**src/rtl/mby_tag_ring_sched.sv**
```systemverilog
// Tag ring slot scheduler: passes upstream ring traffic through with absolute
// priority and inserts local requester tags into empty slots in round-robin
// order. A requester that keeps losing to ring traffic eventually raises
// ring_hold so the upstream node leaves a slot free for it.
module mby_tag_ring_sched #(
    parameter int N_REQ        = 4,
    parameter int TAG_W        = 64,
    parameter int STARVE_LIMIT = 16
) (
    input  logic                     clk,
    input  logic                     rst,
    input  logic                     cfg_en,
    input  logic                     ring_in_vld,
    input  logic [TAG_W-1:0]         ring_in_data,
    output logic                     ring_out_vld,
    output logic [TAG_W-1:0]         ring_out_data,
    output logic                     ring_hold,
    input  logic [N_REQ-1:0]         req_vld,
    input  logic [N_REQ*TAG_W-1:0]   req_data,
    output logic [N_REQ-1:0]         req_rdy,
    output logic                     starve_state,
    output logic [31:0]              ins_cnt
);

    localparam int         IDX_W = $clog2(N_REQ);
    localparam logic [7:0] LIMIT = 8'(STARVE_LIMIT);

    typedef enum logic {RUN, HOLD} state_t;

    state_t             state_q;
    logic [IDX_W-1:0]   lastGrant_q;
    logic [7:0]         starveCnt_q;
    logic [7:0]         starveCnt_d;
    logic [31:0]        insCnt_q;
    logic               outVld_q;
    logic [TAG_W-1:0]   outData_q;
    logic               ringHold_q;
    logic               starveState_q;

    logic [TAG_W-1:0]   reqTag [N_REQ];
    logic               grantVld;
    logic [IDX_W-1:0]   grantIdx;
    logic [IDX_W-1:0]   cand;
    logic               xfer;
    logic               blocked;
    logic               starveClear;

    // Split the flat request bus into one tag per requester
    for (genvar i = 0; i < N_REQ; i++) begin : gTag
        assign reqTag[i] = req_data[i*TAG_W +: TAG_W];
    end

    // Round-robin search starting just after the last granted requester;
    // only an empty ring slot with insertion enabled and reset released can grant
    always_comb begin
        grantVld = 1'b0;
        grantIdx = lastGrant_q;
        cand     = '0;
        if (rst && cfg_en && !ring_in_vld) begin
            for (int k = 1; k <= N_REQ; k++) begin
                cand = IDX_W'((int'(lastGrant_q) + k) % N_REQ);
                if (!grantVld && req_vld[cand]) begin
                    grantVld = 1'b1;
                    grantIdx = cand;
                end
            end
        end
    end

    // One-hot accept toward the winning requester
    always_comb begin
        req_rdy = '0;
        if (grantVld) begin
            req_rdy[grantIdx] = 1'b1;
        end
    end

    assign xfer        = |(req_vld & req_rdy);
    assign blocked     = (|req_vld) && cfg_en && ring_in_vld;
    assign starveClear = xfer || !cfg_en || !(|req_vld);

    // Starvation count: climbs on blocked cycles, saturates, clears on relief
    always_comb begin
        starveCnt_d = starveCnt_q;
        if (starveClear) begin
            starveCnt_d = '0;
        end else if (blocked && (starveCnt_q < LIMIT)) begin
            starveCnt_d = starveCnt_q + 8'd1;
        end
    end

    // Slot register, grant pointer, insertion counter and starvation count
    always_ff @(posedge clk) begin
        if (!rst) begin
            outVld_q    <= 1'b0;
            outData_q   <= '0;
            lastGrant_q <= IDX_W'(N_REQ - 1);
            insCnt_q    <= '0;
            starveCnt_q <= '0;
        end else begin
            starveCnt_q <= starveCnt_d;
            if (ring_in_vld) begin
                outVld_q  <= 1'b1;
                outData_q <= ring_in_data;
            end else if (xfer) begin
                outVld_q    <= 1'b1;
                outData_q   <= reqTag[grantIdx];
                lastGrant_q <= grantIdx;
                insCnt_q    <= insCnt_q + 32'd1;
            end else begin
                outVld_q <= 1'b0;
            end
        end
    end

    // RUN/HOLD state machine with registered hold indications
    always_ff @(posedge clk) begin
        if (!rst) begin
            state_q       <= RUN;
            ringHold_q    <= 1'b0;
            starveState_q <= 1'b0;
        end else begin
            case (state_q)
                RUN: begin
                    if (starveCnt_d == LIMIT) begin
                        state_q       <= HOLD;
                        ringHold_q    <= 1'b1;
                        starveState_q <= 1'b1;
                    end
                end
                HOLD: begin
                    if (starveClear) begin
                        state_q       <= RUN;
                        ringHold_q    <= 1'b0;
                        starveState_q <= 1'b0;
                    end
                end
                default: begin
                    state_q       <= RUN;
                    ringHold_q    <= 1'b0;
                    starveState_q <= 1'b0;
                end
            endcase
        end
    end

    assign ring_out_vld  = outVld_q;
    assign ring_out_data = outData_q;
    assign ring_hold     = ringHold_q;
    assign starve_state  = starveState_q;
    assign ins_cnt       = insCnt_q;

endmodule

```
**config.mk**
```make
export PLATFORM = sky130hd
export DESIGN_NAME = mby_tag_ring_sched
export DESIGN_NICKNAME = d
export VERILOG_FILES = /design/src/rtl/mby_tag_ring_sched.sv
export SDC_FILE = /design/constraint.sdc
export NUM_CORES = 1
export LEC_CHECK = 0
export CAP_MARGIN = 20
export CORE_AREA = 2 2 168 170
export DETAILED_ROUTE_END_ITERATION = 8
export DIE_AREA = 0 0 170 172
export GPL_ROUTABILITY_DRIVEN = 0
export PLACE_DENSITY = 0.64
export SKIP_LAST_GASP = 1
export SYNTH_ARGS = -nofsm -noshare
export SYNTH_HDL_FRONTEND = slang
export SYNTH_SLANG_ARGS = --single-unit
```
**constraint.sdc**
```tcl
create_clock -name clk -period 5.6 [get_ports clk]
set_input_delay 1.4 -clock clk [delete_from_list [all_inputs] [get_ports clk]]
set_output_delay 1.4 -clock clk [all_outputs]
set_load 0.01 [all_outputs]
```
==> results.cfg, run 1 <==
[run_status]
run_status = completed

[sta]
worst_clock_skew_ns = 0.01376
setup-tns-final_ns = 0
finalMaxSlewViolations = 0
fin_crit_sh_pct = 91.82
hold_viol_final = 0
rsz0062_at_grt = no
finalCriticalPeriod_ns = 5.142
setup_viol_count_final = 0
worst_pin_slew_ns = 1.079
clock.fmax_ghz = 0.1945
timing.final.ws_setup_ns = 0.4580
relSlewSlack_pct = 28.04

[cts]
tritoncts = yes
root_buffer = clkbuf_16
cts.htree.levels = 3
post_cts_buffers = 0
cts.path.max_buffers = 2
path_clk_slew_ns = 0.09
cts-hold-fix-buffers = 0
cts.sinks = 109
clkLatencyLatePin_ns = 0.36
cts_resized = 0
cts_inserted_buffers = 9

[placement]
placed_cells = 1475
placed_cell_area_um2 = 11200
hpwl_um = 21350
port_buffers = 430
dp_slack_ns = 0.4598

[worst_hold_path]
holdPathEnd = ring_out_data[23]$_SDFFE_PN0P_
hold_path_class = reg2reg
hold_depth = 1
hp-start = ring_out_data[23]$_SDFFE_PN0P_

[yosys]
synth.distinct_cells = 49
synth_nets = 1082
synth_cells = 752
synth-seq-area-share_pct = 32.51
yosys_warnings = 0
avgSynthCellArea_um2 = 8.926
ys_seq_elements = 109
syn_area_um2 = 6713
synth_flop_cell = dfxtp_1
synth-edff-count = 0
synthArstFlopShare_pct = 0

[pwr]
irDropWorstVdd_mv = 0.1345
power_density_nw_per_um2 = 185.7
p_leak_uw = 0.004054

[setup_path]
r2r_end = ring_out_data[59]$_SDFFE_PN0P_
worstPathRequired_ns = 4.20
crit_type = in2out
reg2reg_from = lastGrant_q[1]$_SDFFE_PN1P_
worstPathArrival_ns = 3.74
path_buf_inv = 2
max_stage_delay_ns = 0.66
crit_chain = clkdlybuf4s50_1, o41a_1, nand3_2, or3_1, nor2_1, clkdlybuf4s50_1
path_max_fanout = 9
cp-start-kind = input pin
critPathMostFrequentCell = clkdlybuf4s50_1
path_delay_family = buffers and inverters
slowest_stage = clkdlybuf4s50_1
ff2ff_setup_slack_ns = 2.43
reg2regPathDepth = 7
end_kind = output port

[routing]
ant_nets = 0
wl_um = 27530
dr_total_vias = 7265
wl_per_cell_um = 18.44
route.detailed.drc = 0
first_iter_violations = 361
post_drt_via_cell_ratio = 4.866
drtPass1Iterations = 6

[global_route]
grt_usage_pct = 18.10
grt_max_degree = 128
grt_pass1_vias = 7262
antenna_found_initial = 2
grt_pass1_wl_um = 40680
overflow = 0

[finish]
fin_area_um2 = 11510
num-fill-cells = 2723
fin_util_pct = 41.89
fin_cells = 1493
nNetsFinal = 1470
drive_gt1_share_pct = 6.463
syn_to_final_growth_pct = 71.48

[die]
initial_core_util_pct = 24.43
die_w_um = 170
io_pins = 431
die_area_um2 = 29240
rows = 61
chipHeight_um = 172
coreArea_um2 = 27480

[flow_run]
maxCapViolCount = 0
power breakdown:
group          switching (uW)  leakage [uW]  internal, uW
registers                23.7      0.000895           815
clock network             324      0.000144           356
logic                     236       0.00302           383
Yosys cell counts (3+ instances only):
cell type | count | area, um^2
inv_1 | 6 | 22.52
and3_1 | 10 | 62.56
nand2_1 | 110 | 412.9
o21ai_0 | 82 | 410.4
a32o_1 | 25 | 250.2
dfxtp_1 | 109 | 2182
nor2_1 | 18 | 67.56
buf_6 | 11 | 123.9
a31oi_1 | 3 | 18.77
buf_4 | 5 | 37.54
clkbuf_1 | 39 | 146.4
o221a_2 | 30 | 337.8
o211ai_1 | 19 | 142.6
o221a_1 | 8 | 90.09
xnor2_1 | 24 | 210.2
buf_2 | 7 | 35.03
and2_1 | 31 | 193.9
nor3_1 | 7 | 35.03
nand3_1 | 15 | 75.07
nand4_1 | 10 | 62.56
mux2i_1 | 129 | 1291
o211ai_2 | 6 | 75.07
nor2b_1 | 3 | 18.77
a21boi_0 | 5 | 37.54
xor2_1 | 9 | 78.83
placed cells by master, fill, tap and decap left out, types with 2 or more instances in the layout:
cell	netlist	layout
ha_1	2	2
nor2b_1	3	3
clkbuf_16	0	9
o211ai_2	6	6
xnor2_1	24	24
and4_1	2	2
and2_1	31	31
nor2_1	18	17
mux2i_1	129	129
nor3_1	7	7
a31oi_1	3	3
diode_2	0	2
nor4_1	2	2
nor4_2	2	2
buf_4	5	12
o221a_1	8	8
o211ai_1	19	19
o21ai_0	82	81
xor2_1	9	9
a21boi_0	5	5
nand4_1	10	10
or3_1	2	2
and3_1	10	10
nand2_1	110	110
inv_8	0	2
inv_1	6	6
dfxtp_1	109	109
nand3_1	15	15
a32o_1	25	25
nand3b_1	2	2
o221a_2	30	30
clkbuf_1	39	2
clkdlybuf4s50_1	0	429
per-layer routing:
metal / wire [um] / vias up / global-route usage [%] / part of all wire, %
li1: - / 3548 / - / -
met1: 11540 / 3411 / 21.31 / 42
met2: 13510 / 273 / 32.39 / 49
met3: 1922 / 33 / 4.623 / 7.0
met4: 560 / 0 / 5.425 / 2.0
met5: 0 / - / 0 / 0
registers in the layout (all words and copies together), names as in the netlist:
signal / flops
ins_cnt: 32
starve_state: 1
lastGrant_q: 2
ring_out_vld: 1
ring_out_data: 64
starveCnt_q: 8
state_q: 1
worst max path at each step:
stage,cells after the start,to,startpoint,slack (ns)
after floorplan,7,req_rdy[1],ring_in_vld,1.40
after global placement,6,req_rdy[2],req_vld[0],0.46
after detailed placement,6,req_rdy[2],req_vld[0],0.46
after CTS,6,req_rdy[3],req_vld[0],0.45
after global routing,7,req_rdy[2],ring_in_vld,0.28
final,6,req_rdy[3],req_vld[0],0.46
layout make-up:
| type | instances | area (um^2) | area share, % |
|---|---|---|---|
| sequential | 109 | 2182 | 18.96 |
| clock buffer | 11 | 232.7 | 2.022 |
| multi-input combinational | 571 | 4159 | 36.13 |
| timing repair buffer | 442 | 4404 | 38.26 |
| inverter | 7 | 26.28 | 0.2283 |
| clock inverter | 5 | 68.82 | 0.5978 |
| antenna | 2 | 5.005 | 0.04348 |
| tap | 346 | 432.9 | 3.761 |
cell families (layout without fill, tap and decap cells):
| logic type | count (synthesis) | count (layout) | synth area share (%) |
|---|---|---|---|
| flops | 109 | 109 | 32.51 |
| xor+xnor | 33 | 33 | 4.306 |
| simple gates | 219 | 219 | 15.71 |
| compound gates | 187 | 187 | 21.79 |
| buf+inv | 72 | 465 | 5.909 |
| fa+ha+maj | 2 | 2 | 0.3727 |
| mux | 130 | 130 | 19.40 |
| other cells | 0 | 2 | 0 |
through the flow:
stage,hold slack (ns),power (uW)
floorplan,0.4537,1105
global placement,0.4464,1475
detailed placement,0.4525,1480
CTS,0.4722,2173
global route,0.4943,2239
finish,0.4697,2138
(Power assumes the default switching activity.)
==> run 2, diff against run 1 <==
--- a/config.mk
+++ b/config.mk
@@ -6,11 +6,11 @@
 export NUM_CORES = 1
 export LEC_CHECK = 0
 export CAP_MARGIN = 20
-export CORE_AREA = 2 2 168 170
+export CORE_AREA = 2 2 169 171
 export DETAILED_ROUTE_END_ITERATION = 8
-export DIE_AREA = 0 0 170 172
+export DIE_AREA = 0 0 171 173
 export GPL_ROUTABILITY_DRIVEN = 0
-export PLACE_DENSITY = 0.64
+export PLACE_DENSITY = 0.63
 export SKIP_LAST_GASP = 1
 export SYNTH_ARGS = -nofsm -noshare
 export SYNTH_HDL_FRONTEND = slang
==> constraint.sdc (replaced) <==
create_clock -name clk -period 5.35 [get_ports clk]
set_input_delay 1.3375 -clock clk [delete_from_list [all_inputs] [get_ports clk]]
set_output_delay 1.3375 -clock clk [all_outputs]
set_load 0.01 [all_outputs]
==> run 2 against run 1 <==
  * Flip-flop and latch count unchanged
  * Die area up 1.2%
  * Critical path depth unchanged
  * Register-to-register slack worse by 0.24 ns
  * Total power up 4.0%
  * Worst setup slack worse by 0.21 ns
  * Non-clock buffer count unchanged
  * Final area up 0.24%
  * Combinational power up 4.7%
  * First-iteration DRC count down 11%
  * Clock-buffer cell count down 2
  * Routed wire length up 0.34%
  * Critical path type unchanged
  * Highest routed layer unchanged
==> results.cfg, run 2 (synthesis results as in run 1) <==
[placement]
port_buffers = 430
dp_slack_ns = 0.1741
hpwl_um = 21170
placed_cells = 1507
placed_cell_area_um2 = 11240

[cts]
cts.htree.levels = 3
root_buffer = clkbuf_16
cts-hold-fix-buffers = 0
cts_inserted_buffers = 9
clkLatencyLatePin_ns = 0.36
cts_resized = 0
path_clk_slew_ns = 0.08
cts.sinks = 109
cts.path.max_buffers = 2
post_cts_buffers = 0
tritoncts = yes

[sta]
worst_clock_skew_ns = 0.008739
clock.fmax_ghz = 0.1959
worst_pin_slew_ns = 1.084
relSlewSlack_pct = 27.71
hold_viol_final = 0
timing.final.ws_setup_ns = 0.2450
setup_viol_count_final = 0
finalMaxSlewViolations = 0
rsz0062_at_grt = no
finalCriticalPeriod_ns = 5.105
fin_crit_sh_pct = 95.42
setup-tns-final_ns = 0

[setup_path]
crit_type = in2out
reg2regPathDepth = 7
worstPathRequired_ns = 4.01
critPathLaunch = req_vld[0]
path_max_fanout = 6
ff2ff_setup_slack_ns = 2.19
cp-start-kind = input pin
end_kind = output port
r2r_end = ring_out_data[58]$_SDFFE_PN0P_
worstPathArrival_ns = 3.77
reg2reg_from = lastGrant_q[1]$_SDFFE_PN1P_
setup.worst_path.end = req_rdy[0]

[routing]
ant_nets = 0
routed-wl-met3_um = 1844
dr_total_vias = 7177
wl_um = 27620
drtPass1Iterations = 4
route.detailed.drc = 0
route.met2.wl_um = 13520
wl_per_cell_um = 18.14
maxUsedRoutingLayer = met4
post_drt_via_cell_ratio = 4.712
met1_length_um = 11530
first_iter_violations = 321

[die]
io_pins = 431
die_area_um2 = 29580
rows = 61
chipHeight_um = 173
die_w_um = 171
coreArea_um2 = 27630
initial_core_util_pct = 24.30

[pwr]
p_leak_uw = 0.004057
irDropWorstVdd_mv = 0.1445
power_density_nw_per_um2 = 192.7

[global_route]
antenna_found_initial = 0
overflow = 0
grt_usage_pct = 18.21
grt_pass1_vias = 7260
grt_max_degree = 86
grt_pass1_wl_um = 41910

[flow_run]
maxCapViolCount = 0

[finish]
largest_reg_flops = 64
nNetsFinal = 1470
fin_cells = 1523
fin_area_um2 = 11540
syn_to_final_growth_pct = 71.89
drive_gt1_share_pct = 6.638
mostFrequentLayoutCells = 429 x clkdlybuf4s50_1, 129 x mux2i_1, 110 x nand2_1
diodes = 0
final_common_cell = clkdlybuf4s50_1

[worst_hold_path]
hold_path_class = reg2reg

[run_status]
run_status = completed
-- run 2: cell type report --
| type | count | area, um^2 |
|---|---|---|
| clock buffer | 9 | 225.2 |
| clock inverter | 7 | 76.32 |
| fill | 2841 | 16090 |
| inverter | 7 | 26.28 |
| multi-input combinational | 571 | 4151 |
| sequential | 109 | 2182 |
| tap | 378 | 473.0 |
| timing repair buffer | 442 | 4404 |
-- run 2: worst min path at each step --
stage                                         from                              to  slack, ns  cells past startpoint
finish               ring_out_data[4]$_SDFFE_PN0P_   ring_out_data[4]$_SDFFE_PN0P_       0.47                      1
global route        ring_out_data[51]$_SDFFE_PN0P_  ring_out_data[51]$_SDFFE_PN0P_       0.49                      1
CTS                  ring_out_data[4]$_SDFFE_PN0P_   ring_out_data[4]$_SDFFE_PN0P_       0.47                      1
detailed placement   ring_out_data[4]$_SDFFE_PN0P_   ring_out_data[4]$_SDFFE_PN0P_       0.45                      1
global placement     ring_out_data[5]$_SDFFE_PN0P_   ring_out_data[5]$_SDFFE_PN0P_       0.45                      1
floorplan                       state_q$_SDFF_PN0_              state_q$_SDFF_PN0_       0.45                      2
-- run 2: power breakdown --
| group | internal [uW] | switching [uW] | total, uW |
|---|---|---|---|
| registers | 853 | 24.4 | 877 |
| logic | 400 | 248 | 648 |
| clock network | 333 | 364 | 697 |
-- run 2: critical path, stage by stage --
cell and delay, ns:
clkdlybuf4s50_1 0.61, o21ai_0 0.15, a2111oi_0 0.61, nor2_1 0.28
nor2_1 0.21, clkdlybuf4s50_1 0.56
-- run 2: per-layer routing --
layer  vias up  GRT usage [%]
li1       3541              -
met1      3317          22.15
met2       279          31.28
met3        40          4.509
met4         0          5.756
met5         -              0
-- run 2: through the flow --
| stage | hold WS [ns] | total power, uW | utilization [%] |
|---|---|---|---|
| 6_report | 0.4706 | 2223 | 41.76 |
| 5_1_grt | 0.4852 | 2340 | 41.76 |
| 2_1_floorplan | 0.4537 | 1157 | - |
| 3_3_place_gp | 0.4471 | 1545 | 40.67 |
| 3_5_place_dp | 0.4535 | 1548 | 40.67 |
| 4_1_cts | 0.4727 | 2263 | 41.76 |
==> run 3, diff against run 2 <==
==> constraint.sdc (replaced) <==
create_clock -name clk -period 5.35 [get_ports clk]
set_input_delay 1.3375 -clock clk [delete_from_list [all_inputs] [get_ports clk]]
set_output_delay 1.3375 -clock clk [all_outputs]
set_load 0.1 [all_outputs]
==> run 3 against run 2 <==
  * Clock skew about the same
  * Flip-flop and latch count unchanged
  * Clock power is 3.9% higher
==> results.cfg, run 3 (synthesis results as in run 1) <==
[die]
die_area_um2 = 29580
rows = 61
die_w_um = 171
initial_core_util_pct = 24.30
coreArea_um2 = 27630
chipHeight_um = 173
io_pins = 431

[pwr]
p_leak_uw = 0.004100
irDropWorstVdd_mv = 0.1457
power_frac_clock_pct = 28.6
comb_power_share_pct = 36.7
swShare_pct = 36.98
p_sw_uw = 936.5
power_density_nw_per_um2 = 217.7
internal-power_uw = 1596
seqPwrFrac_pct = 34.7

[setup_path]
worstPathArrival_ns = 3.54
ff2ff_setup_slack_ns = 2.24
max_stage_delay_ns = 0.58
end_kind = output port
worstPathRequired_ns = 4.01
r2r_end = ring_out_data[33]$_SDFFE_PN0P_
crit_type = in2out
crit_chain = clkdlybuf4s50_1, inv_2, buf_4, and3_1, o21ai_2, nor2_1, buf_12
cp-start-kind = input pin
slowest_stage = buf_4
reg2regPathDepth = 7
reg2reg_from = lastGrant_q[1]$_SDFFE_PN1P_
path_max_fanout = 78

[routing]
route.detailed.drc = 0
dr_total_vias = 7184
first_iter_violations = 412
post_drt_via_cell_ratio = 4.708
wl_um = 27730
wl_per_cell_um = 18.17
drtPass1Iterations = 4
ant_nets = 0

[cts]
cts.path.max_buffers = 2
root_buffer = clkbuf_16
clkLatencyLatePin_ns = 0.36
cts-hold-fix-buffers = 0
tritoncts = yes
post_cts_buffers = 0
cts.htree.levels = 3
path_clk_slew_ns = 0.08
cts_resized = 0
cts_inserted_buffers = 9
cts.sinks = 109

[worst_hold_path]
hp-start = ring_out_data[3]$_SDFFE_PN0P_
hold_depth = 1
holdPathEnd = ring_out_data[3]$_SDFFE_PN0P_
hold_path_class = reg2reg

[finish]
syn_to_final_growth_pct = 73.27
drive_gt1_share_pct = 7.230
mostFrequentLayoutCells = 425 x clkdlybuf4s50_1, 129 x mux2i_1, 110 x nand2_1
diodes = 0
final_common_cell = clkdlybuf4s50_1
nNetsFinal = 1473
num-fill-cells = 2807
largest_reg_flops = 64

[sta]
worst_pin_slew_ns = 1.066
clock.fmax_ghz = 0.2049
finalMaxSlewViolations = 0
setup-tns-final_ns = 0
worst_clock_skew_ns = 0.009007
fin_crit_sh_pct = 91.21
holdWs_ns = 0.4697
rsz0062_at_grt = no
finalCriticalPeriod_ns = 4.880
relSlewSlack_pct = 28.72
hold_viol_final = 0
setup_viol_count_final = 0

[global_route]
overflow = 0
antenna_found_initial = 0
grt_pass1_vias = 7190
grt_usage_pct = 18.04
grt_max_degree = 79
grt_pass1_wl_um = 41480

[run_status]
run_status = completed

[placement]
port_buffers = 430
hpwl_um = 21210

[flow_run]
maxCapViolCount = 0
## run 3: cell count changes in the layout (fill, tap and decap cells not counted)
cell	previous run	this run
buf_16	0	1
inv_12	0	1
buf_12	1	5
buf_4	12	14
clkdlybuf4s50_1	429	425
inv_8	0	1
inv_6	4	2
## run 3: how the worst max path moves through the flow
stage	end	cells after the start	slack [ns]	start
after floorplan	req_rdy[1]	7	0.36	ring_in_vld
after global placement	req_rdy[0]	7	0.45	ring_in_vld
after detailed placement	req_rdy[0]	7	0.42	ring_in_vld
after CTS	req_rdy[0]	7	0.41	ring_in_vld
after global routing	req_rdy[0]	7	0.33	req_vld[3]
final	req_rdy[0]	7	0.47	ring_in_vld
## run 3: critical path, delay by kind of cell
kind	cells	cell delay, ns
buffers and inverters	4	1.34
AND/OR/NAND/NOR	2	0.67
AO/OA/AOI/OAI	1	0.18
## run 3: area by class of cell
cell class | count | area, um^2 | area share, %
Inverter | 7 | 26.28 | 0.2259
Multi-Input combinational cell | 571 | 4151 | 35.69
Tap cell | 378 | 473.0 | 4.066
Timing Repair Buffer | 445 | 4487 | 38.58
Clock buffer | 9 | 225.2 | 1.936
Sequential cell | 109 | 2182 | 18.76
Clock inverter | 7 | 86.33 | 0.7423
## run 3: per-layer routing
metal  up-vias  GRT usage, %  wire, um  share of wire [%]
met5         -             0         0                  0
met4         0         5.085       560                2.0
met3        31         4.326      1917                6.9
met2       279         31.59     13670                 49
met1      3323         21.78     11590                 42
li1       3551             -         -                  -
## run 3: power by group through the flow
stage | Combinational, uW | Sequential (uW) | Clock, uW
2_1_floorplan | 250 | 1190 | 0
3_3_place_gp | 930 | 895 | 0
3_5_place_dp | 933 | 896 | 0
4_1_cts | 935 | 878 | 758
5_1_grt | 980 | 883 | 782
6_report | 930 | 878 | 724
## run 3: metrics by stage
stage               power [uW]  worst slack, ns  area [um^2]  std cells  util, %
CTS                       2571           0.4120        11600       1525    42.00
detailed placement        1829           0.4197        11290       1509    40.87
global placement          1826           0.4479        11290       1509    40.87
global route              2645           0.3271        11630       1526    42.10
finish                    2532           0.4701        11630       1526    42.10
floorplan                 1437           0.3557         6713        752        -
==> RTL change 1, RTL diff (settings of run 3) <==
Make the reset (`rst`) asynchronous in 2 clocked blocks.
--- a/src/rtl/mby_tag_ring_sched.sv
+++ b/src/rtl/mby_tag_ring_sched.sv
@@ -90,7 +90,7 @@
     end
 
     // Slot register, grant pointer, insertion counter and starvation count
-    always_ff @(posedge clk) begin
+    always_ff @(posedge clk or negedge rst) begin
         if (!rst) begin
             outVld_q    <= 1'b0;
             outData_q   <= '0;
@@ -114,7 +114,7 @@
     end
 
     // RUN/HOLD state machine with registered hold indications
-    always_ff @(posedge clk) begin
+    always_ff @(posedge clk or negedge rst) begin
         if (!rst) begin
             state_q       <= RUN;
             ringHold_q    <= 1'b0;
Behaviour: differs if rst is asserted again (counterexample within 4 cycles, from zero or initial values and one cycle with rst low); with rst held inactive, the same outputs for 4 cycles.
==> RTL change 1 against run 3 <==
- area after synthesis grew 14%
- register-to-register slack gained 0.08 ns
- synthesized cell count shrank 6.8%
- final area grew 8.0%
- routed wire length shrank 6.9%
- die area is the same
- sequential cell count is the same
- maximum frequency shrank 4.3%
- clock skew grew 0.0015 ns
- worst setup slack lost 0.22 ns
- highest routed layer unchanged
Power is not compared: it rests on default switching activity, and its combinational part moved more than twofold at a synthesized area within 25%.
==> RTL change 1: results <==
sta:
  max_slew_margin: 0.2885
  skew_ns: 0.01046
final_layout:
  buffer_area_frac: 0.3537
  multi_input_area_um2: 4340
  final-clk-cell-share: 0.02460
  antenna_cells: 1
  nMultiInputCombCells: 468
  n_all_inverters: 70
  final-seq-area_um2: 2730
  buffers_excl_clock: 440
  drive_gt1_frac: 0.1487
routing:
  avgRoutedWirePerCell_um: 17.43
  met1Wirelength_mm: 9.823
  met3_length_mm: 1.975
  totalWireLength_mm: 25.83
placed_design:
  place_area_um2: 12250
  dp_hpwl_mm: 20.56
  placed_cells: 1465
critical_path:
  crit_fanout: 8
  reg2reg_from: "lastGrant_q[1]"
yosys:
  synth_fp_nets: 1031
  yosys-top-cells-area: "dfrtp_1 (35%), mux2i_1 (17%), a221oi_2 (12%)"
  synthMuxAreaShare: 0.2787
  netlist_top_cells_count: "mux2i_1 (129), dfrtp_1 (107), inv_1 (70)"
  synth_compound_area_frac: 0.1326
  synth_cell_type_count: 45
  synthAdderAreaFrac: 0.003283
grt:
  first_global_vias: 7143
  grt_max_degree: 75
outcome:
  outcome: "finished, final reports clean"
==> RTL change 1: final timing paths <==
kind                       slack, ns  cells after the start           endpoint
setup / recovery                0.25                      9         req_rdy[0]
hold / removal                  0.47                      1        ins_cnt[31]
setup reg to reg                2.32                      8  ring_out_data[35]
hold reg to reg                 0.47                      1        ins_cnt[31]
max in group asynchronous       3.01                      3  ring_out_data[41]
min in group asynchronous       1.14                      2         ins_cnt[9]
==> RTL change 1: worst max-delay path, stage by stage <==
cell and delay (ns):
clkdlybuf4s50_1 0.60, or3b_1 0.39, a2111oi_2 0.36, nor3_1 0.15, nand2_1 0.13, xnor2_2 0.17, inv_1 0.13, nor3_2 0.28
buf_12 0.21
==> RTL change 1: per-stage QoR <==
stage	util	setup WS, ns	power [mW]
2_1_floorplan	-	-0.07238	3.258
3_3_place_gp	0.4433	0.2981	3.929
3_5_place_dp	0.4433	0.2683	3.947
4_1_cts	0.4545	0.2572	4.683
5_1_grt	0.4545	0.1015	4.843
6_report	0.4546	0.2504	4.607
==> RTL change 2, RTL diff (settings of run 3) <==
Without the edit above. The parameter `TAG_W` goes from 64 to 72.
--- a/src/rtl/mby_tag_ring_sched.sv
+++ b/src/rtl/mby_tag_ring_sched.sv
@@ -4,7 +4,7 @@
 // ring_hold so the upstream node leaves a slot free for it.
 module mby_tag_ring_sched #(
     parameter int N_REQ        = 4,
-    parameter int TAG_W        = 64,
+    parameter int TAG_W        = 72,
     parameter int STARVE_LIMIT = 16
 ) (
     input  logic                     clk,
Interface: changed (resized req_data, ring_in_data and ring_out_data); port bits go from 431 to 479. No check against the original RTL was run, so the function may have changed too.
==> RTL change 2 against run 3 <==
- routed wire length grew 33%
- worst setup slack gained 0.10 ns
- final area grew 20%
- worst hold slack lost 0.0037 ns
- non-clock buffer count grew 49
- area after synthesis grew 24%
- clock skew grew 0.0014 ns
- via count grew 27%
- maximum frequency grew 2.2%
- total power grew 36%
- sequential cell count grew 8
- critical path type unchanged
- critical endpoint is now req_rdy[2]
- largest power group is now clock
==> RTL change 2: results <==
routing:
  wl_met2_mm: 18.67
  met1Wirelength_mm: 14.30
  viasPerCell: 5.285
  met3_length_mm: 2.647
  drtPass1Iterations: 5
placed_design:
  dp_hpwl_mm: 27.33
critical_path:
  crit_fanout: 9
  max_stage_delay_ns: 0.67
  cpMaxStageDelayCell: "clkdlybuf4s50_1"
  cp.arrival_ns: 3.44
grt:
  antenna_found_initial: 4
  grt_usage: 0.2396
  grt_first_pass_wirelength_mm: 53.72
  use_met3: 0.06088
  first_global_vias: 8827
  use_met1: 0.2729
  grt_max_degree: 78
yosys:
  synthMuxAreaShare: 0.2353
  yosys-top-cells-area: "dfxtp_1 (28%), mux2i_1 (13%), a221oi_2 (5.4%)"
  synth_fp_nets: 1268
  synth_xor_area_frac: 0.02947
  ys_seq_area_frac: 0.2815
  synthAdderAreaFrac: 0.003007
  postSynth.asyncResetShare: 0
  netlist_top_cells_count: "dfxtp_1 (117), mux2i_1 (109), a21oi_1 (82)"
final_layout:
  fill_cells: 2706
  nets: 1697
  drive_gt1_frac: 0.1396
pwr:
  leakage_nw: 5.099
  ir_drop_mv: 0.1651
  power_switching_mw: 1.247
outcome:
  outcome: "finished, final reports clean"
cts:
  htree_levels: 4
  numCtsBuffers: 17
  clk_pin_slew_worst_paths_ns: 0.06
sta:
  skew_ns: 0.01039
[RTL change 2: changes by cell type in the layout (fill, tap and decap cells not counted), moves of 21 or more]
cell,delta
mux2_4,+21
clkdlybuf4s50_1,+47
a221oi_2,+30
a32o_1,-25
mux2_2,+28
o21ai_0,-36
a22oi_1,+36
nand2_1,-79
a221o_1,+35
nor2_1,+54
a21oi_1,+81
and2_1,-23
[RTL change 2: final timing paths]
check,from,to,slack (ns),cells after the start
worst max-delay path,req_vld[3],req_rdy[2],0.58,6
worst min-delay path,state_q,state_q,0.47,2
worst max register to register,lastGrant_q[0],ring_out_data[31],2.25,6
worst min register to register,state_q,state_q,0.47,2
[RTL change 2: per-stage QoR]
step                      setup slack (ns)  total power, mW  area, um2  instances  setup TNS, ns
after floorplan                     -1.082            1.728       8332        898         -2.163
final                               0.5750            3.452      14000       1722              0
after global routing                0.4241            3.591      14000       1722              0
after CTS                           0.5390            3.487      13990       1718              0
after global placement              0.5764            2.204      13360       1686              0
after detailed placement            0.5715            2.210      13360       1686              0
[RTL change 2: power by group through the flow]
stage	Clock (mW)	Sequential [mW]	Combinational, mW
2_1_floorplan	0	1.36	0.372
3_3_place_gp	0	0.978	1.23
3_5_place_dp	0	0.980	1.23
4_1_cts	1.29	0.961	1.23
5_1_grt	1.34	0.968	1.28
6_report	1.26	0.961	1.23
[RTL change 2: tightest hold or removal path, cell delays in order (launching register included)]
cell,delay [ns]
dfxtp_1,0.32
nand2_1,0.06
nand2_1,0.04
[RTL change 2: final cells by class]
cell class                 instances  share of cell area
inverter                           9            0.002413
tap                              378             0.03379
antenna                            4           0.0007151
timing repair buffer             494              0.3536
clock inverter                    15             0.01475
clock buffer                      17             0.03039
sequential                       117              0.1673
multi-input combinational        688              0.3970
